==> src/rtl/spi_result_tx.sv <==
// -----------------------------------------------------------------------------
// spi_result_tx
//   Serial transmitter for the multi-lane SPI-style link. One parallel word is
//   taken per frame over a start/ready handshake and sent MSB first on every
//   lane in lockstep. spi_en, spi_clk and spi_data are all generated here and
//   are registered, so a receiver sampling through synchronizers on its own
//   system clock sees data stable for a full half-period on each side of every
//   spi_clk rising edge.
//
// Ports:
//   clk      in   system clock
//   nrst     in   asynchronous active-low reset
//   start    in   request to send data_in (only honoured while ready=1)
//   data_in  in   DATA_WIDTH*DATA_DEPTH payload, lane i in bits
//                 [DATA_DEPTH*(i+1)-1 : DATA_DEPTH*i]
//   ready    out  idle and able to accept start
//   done     out  one-cycle pulse when a frame completes
//   spi_en   out  frame enable, high for the whole frame
//   spi_clk  out  serial clock, idle low
//   spi_data out  bit i = current bit of lane i
// -----------------------------------------------------------------------------
module spi_result_tx #(
    parameter int DATA_WIDTH  = 2,
    parameter int DATA_DEPTH  = 24,
    parameter int HALF_PERIOD = 4
) (
    input  logic                             clk,
    input  logic                             nrst,
    input  logic                             start,
    input  logic [DATA_WIDTH*DATA_DEPTH-1:0] data_in,
    output logic                             ready,
    output logic                             done,
    output logic                             spi_en,
    output logic                             spi_clk,
    output logic [DATA_WIDTH-1:0]            spi_data
);

    localparam int HP_W  = $clog2(HALF_PERIOD);
    localparam int BIT_W = $clog2(DATA_DEPTH + 1);

    localparam logic [2:0] S_IDLE  = 3'd0;
    localparam logic [2:0] S_LEAD  = 3'd1;
    localparam logic [2:0] S_HIGH  = 3'd2;
    localparam logic [2:0] S_LOW   = 3'd3;
    localparam logic [2:0] S_TRAIL = 3'd4;
    localparam logic [2:0] S_GAP   = 3'd5;

    logic [2:0]            r_state;
    logic [HP_W-1:0]       r_hp_cnt;
    logic [BIT_W-1:0]      r_bit_cnt;
    logic                  r_done;
    logic                  r_spi_en;
    logic                  r_spi_clk;
    logic [DATA_DEPTH-1:0] r_shift [DATA_WIDTH];

    logic                  w_hp_last;
    logic [DATA_WIDTH-1:0] w_spi_data;

    assign w_hp_last = (r_hp_cnt == HP_W'(HALF_PERIOD - 1));

    // The lane shift registers double as the spi_data output register: the
    // MSB of each lane is the bit on the wire. Clearing them at the end of
    // TRAIL drives spi_data back to 0 between frames.
    always_comb begin
        w_spi_data = '0;
        for (int unsigned i = 0; i < DATA_WIDTH; i++) begin
            w_spi_data[i] = r_shift[i][DATA_DEPTH-1];
        end
    end

    always_ff @(posedge clk or negedge nrst) begin
        if (!nrst) begin
            r_state   <= S_IDLE;
            r_hp_cnt  <= '0;
            r_bit_cnt <= '0;
            r_done    <= 1'b0;
            r_spi_en  <= 1'b0;
            r_spi_clk <= 1'b0;
            for (int unsigned i = 0; i < DATA_WIDTH; i++) begin
                r_shift[i] <= '0;
            end
        end else begin
            r_done <= 1'b0;
            case (r_state)
                S_IDLE: begin
                    if (start) begin
                        for (int unsigned i = 0; i < DATA_WIDTH; i++) begin
                            r_shift[i] <= data_in[DATA_DEPTH*i +: DATA_DEPTH];
                        end
                        r_spi_en  <= 1'b1;
                        r_bit_cnt <= '0;
                        r_hp_cnt  <= '0;
                        r_state   <= S_LEAD;
                    end
                end
                S_LEAD, S_LOW: begin
                    if (w_hp_last) begin
                        r_hp_cnt  <= '0;
                        r_spi_clk <= 1'b1;
                        r_state   <= S_HIGH;
                    end else begin
                        r_hp_cnt <= r_hp_cnt + HP_W'(1);
                    end
                end
                S_HIGH: begin
                    if (w_hp_last) begin
                        r_hp_cnt  <= '0;
                        r_spi_clk <= 1'b0;
                        r_bit_cnt <= r_bit_cnt + BIT_W'(1);
                        if (r_bit_cnt == BIT_W'(DATA_DEPTH - 1)) begin
                            // Last bit: hold data through TRAIL.
                            r_state <= S_TRAIL;
                        end else begin
                            // Next bit appears on the same edge spi_clk falls.
                            for (int unsigned i = 0; i < DATA_WIDTH; i++) begin
                                r_shift[i] <= r_shift[i] << 1;
                            end
                            r_state <= S_LOW;
                        end
                    end else begin
                        r_hp_cnt <= r_hp_cnt + HP_W'(1);
                    end
                end
                S_TRAIL: begin
                    if (w_hp_last) begin
                        r_hp_cnt <= '0;
                        r_spi_en <= 1'b0;
                        for (int unsigned i = 0; i < DATA_WIDTH; i++) begin
                            r_shift[i] <= '0;
                        end
                        r_state <= S_GAP;
                    end else begin
                        r_hp_cnt <= r_hp_cnt + HP_W'(1);
                    end
                end
                S_GAP: begin
                    if (w_hp_last) begin
                        r_hp_cnt <= '0;
                        r_done   <= 1'b1;
                        r_state  <= S_IDLE;
                    end else begin
                        r_hp_cnt <= r_hp_cnt + HP_W'(1);
                    end
                end
                default: begin
                    r_state <= S_IDLE;
                end
            endcase
        end
    end

    assign ready    = (r_state == S_IDLE);
    assign done     = r_done;
    assign spi_en   = r_spi_en;
    assign spi_clk  = r_spi_clk;
    assign spi_data = w_spi_data;

endmodule

==> config.mk <==
export PLATFORM = sky130hd
export DESIGN_NAME = spi_result_tx
export DESIGN_NICKNAME = d
export VERILOG_FILES = /design/src/rtl/spi_result_tx.sv
export SDC_FILE = /design/constraint.sdc
export NUM_CORES = 1
export LEC_CHECK = 0
export CAP_MARGIN = 10
export CORE_UTILIZATION = 40
export DETAILED_ROUTE_END_ITERATION = 10
export PLACE_DENSITY = 0.69
export SLEW_MARGIN = 40
export SYNTH_ARGS = -nofsm -noshare
export SYNTH_HDL_FRONTEND = slang
export SYNTH_SLANG_ARGS = --single-unit
export TNS_END_PERCENT = 20
==> constraint.sdc <==
create_clock -name clk -period 2.1 [get_ports clk]
set_input_delay 0.525 -clock clk [delete_from_list [all_inputs] [get_ports clk]]
set_output_delay 0.525 -clock clk [all_outputs]
set_load 0.05 [all_outputs]
==> impl_metrics.ini <==
[routing]
final_antenna_net_count = 0
routed_via_density = 5.57
postRouteWirelength_mm = 8.53
route.vias.total = 2934
drt-initial-drc-count = 117
route.detailed.drc = 0
drt_pass1_iterations = 4
route.detailed.wl_per_inst_um = 16.2

[clocking]
clock_input_transition_at_the_sequential_cells_of_the_worst_setup_and_hold_paths_ps = 70
htree_levels = 3
postCtsResizedCells = 0
root_buffer = clkbuf_8
cts_tree = built
clock-sinks = 61
cts.path.max_buffers = 2
cts.hold.buffers_added = 0
insertion_delay_ps = 330
postCtsSetupRepairBufs = 0
cts_made_buffers = 9

[final_layout]
finalCoreUtilization_pct = 51.7
fillers = 857
multi_input_area_sq_um = 2120
number_of_nets_in_the_finished_design = 446
num_antenna_cells = 0
register_cell_area_after_layout_sq_um = 1530
stdcell_count = 527
final_layout_size_suffix_gt1_share_pct = 22.1
syn_to_final_growth_pct = 24.3

[job]
timing.max_cap.violations = 0

[worst_setup_path]
critPathMaxStageDelay_ps = 820
timing.critical_path.cells = clkdlybuf4s50_1
endpoint_of_the_lowest_slack_register_to_register_path = r_shift[27]$_DFFE_PN0P_
cp.required_ps = 1570
r2r_slack_ps = 260
critPathArrivalTime_ps = 1520
setup.worst_path.start_class = flop
rr_startpoint = r_hp_cnt[0]$_DFFE_PN0P_
ff_to_ff_path_depth = 6
crit_fanout = 3
critical_path.n_buffers_inverters = 1
critPathTopFamily = buffers and inverters
worstSetupEndpointType = primary output
critical_path_start_end_classification = flop to primary output
critical-path-slowest-cell = clkdlybuf4s50_1

[synthesis]
syn_inst = 348
postSynthAreaPerCell_sq_um = 11.1
yosysTopAreaCell = dfrtp_1
synth_edf_count = 0
post_synth_num_cell_types = 37
yosys_most_used_dff = dfrtp_1
yosys_register_bits = 61
netlist_area_sq_um = 3860
async_flop_share_pct = 100
yosysSeqAreaShare_pct = 39.6
ys.warnings.count = 0
synth.area.top_cells = dfrtp_1 40%, a221o_1 12%, nor3b_1 9.1%
postSynthNetCount = 401
synth_top_area_share_pct = 39.6

[floorplan]
initial_core_utilization_pct = 41.5
design.die.area_sq_um = 10000
floorplan.die.width_um = 100
die_y_um = 100
core_area_sq_um = 9280
top_level_port_count = 57
num_rows = 35

[timing]
slew_viol_final = 0
hold_violations = 0
grt_setup_unrepaired = false
timing.final.crit_share_pct = 97.2
final.setup_skew_ps = 6.86
fin_worst_hold_slack_ps = 185
timing.final.crit_period_ps = 2040
timing.fmax_mhz = 490
timing_worst_slew_pin_value_ps = 504
timing.final.setup_violations = 0
timing.max_slew.rel_slack_pct = 66.3
fin_tns_setup_ps = 0

[grt]
pin_count_of_the_biggest_net_entering_global_routing = 62
vias_in_the_first_global_route = 2944
antenna_found_initial = 0
grt-ovfl-total = 0
global_route.usage.total_pct = 18.0
first_pass_grt_wire_length_mm = 14.3

[place]
dp_hpwl_mm = 5.38
port-buffer-count = 56
placed_cells = 511
final_wtd_congestion = 0.799

[power]
vdd.ir_drop.worst_mv = 0.690
pwr_density_cell_nw_per_um2 = 1290
total_power_mw = 6.20
cellLeakagePower_nw = 1.91

[hold_path]
worst_hold_path_type = primary input to async pin

[outcome]
status = complete, no violations
[cells in the mapped netlist, drive strengths merged (3+ instances only)]
master / n
nor2b: 48
dfrtp: 61
nor2: 3
mux2i: 6
o21ai: 10
nand2: 7
buf: 32
inv: 4
clkbuf: 6
nand3: 3
a21oi: 6
nor3b: 47
a221o: 46
mux2: 46
[worst max-delay path by stage]
| stage | startpoint | cells after the start | endpoint | slack, ps |
|---|---|---|---|---|
| final | spi_en$_DFFE_PN0P_ | 1 | spi_en | 60 |
| after global routing | spi_data[0]$_DFFE_PN0P_ | 1 | spi_data[0] | 20 |
| after global placement | start | 5 | r_shift[46]$_DFFE_PN0P_ | 70 |
| after detailed placement | start | 5 | r_shift[26]$_DFFE_PN0P_ | 20 |
| after floorplan | r_state[2]$_DFFE_PN0P_ | 4 | ready | 170 |
| after CTS | spi_en$_DFFE_PN0P_ | 1 | spi_en | 50 |
[per-layer routing]
layer | global-route usage (%) | up-vias | wire length [um]
met5 | 0 | - | 0
met4 | 7.47 | 0 | 133
met3 | 3.41 | 14 | 344
met2 | 28.6 | 56 | 3940
met1 | 24.3 | 1466 | 4110
li1 | - | 1398 | -
[sequential cells by signal, indices dropped and copies added (netlist names)]
register and flops:
r_shift 46, r_bit_cnt 5, r_state 3, r_hp_cnt 2
spi_data 2, done 1, spi_clk 1, spi_en 1
[layout make-up]
type,count,share of cell area [%]
clock buffer,12,3.24
clock inverter,4,1.46
inverter,4,0.313
multi-input combinational,245,44.1
sequential,61,31.9
tap,129,3.37
timing repair buffer,72,15.6
[metrics by stage]
stage / area, sq um / setup slack (ps)
finish: 4800 / 59.3
global route: 4800 / 18.8
CTS: 4800 / 47.5
detailed placement: 4570 / 24.2
global placement: 4530 / 74.1
floorplan: 3870 / 167
[power breakdown]
group          switching (mW)  internal, mW
Clock                   0.455         0.730
Combinational            1.35          1.71
Sequential              0.281          1.69
Total                    2.08          4.12
[placed cells by master, fill, tap and decap left out, types with 2 or more instances in the layout]
| master | count |
|---|---|
| dfrtp_1 | 58 |
| nor2_1 | 3 |
| bufinv_16 | 2 |
| nand4_1 | 2 |
| nor2b_1 | 47 |
| mux2_4 | 17 |
| clkdlybuf4s50_1 | 53 |
| buf_4 | 12 |
| a211oi_1 | 2 |
| a21oi_1 | 6 |
| nand2_1 | 7 |
| clkbuf_8 | 11 |
| ha_1 | 2 |
| dfrtp_2 | 3 |
| mux2_2 | 29 |
| o21ai_0 | 9 |
| a221o_1 | 46 |
| nor3b_1 | 47 |
| inv_1 | 4 |
| nand3_1 | 3 |
| buf_12 | 4 |
| mux2i_1 | 6 |
| clkinv_2 | 2 |
| nor4b_1 | 2 |
[logic make-up after synthesis]
family / share of synthesized area, %
AOI/OAI and AO/OA: 15.3
xor gates and xnor gates: 0.227
adders and majority gates: 0.649
buffers and inverters: 6.39
DFF: 39.6
muxes: 16.6
and+or+nand+nor: 21.2
No activity file was read; power rests on OpenSTA's default activity.
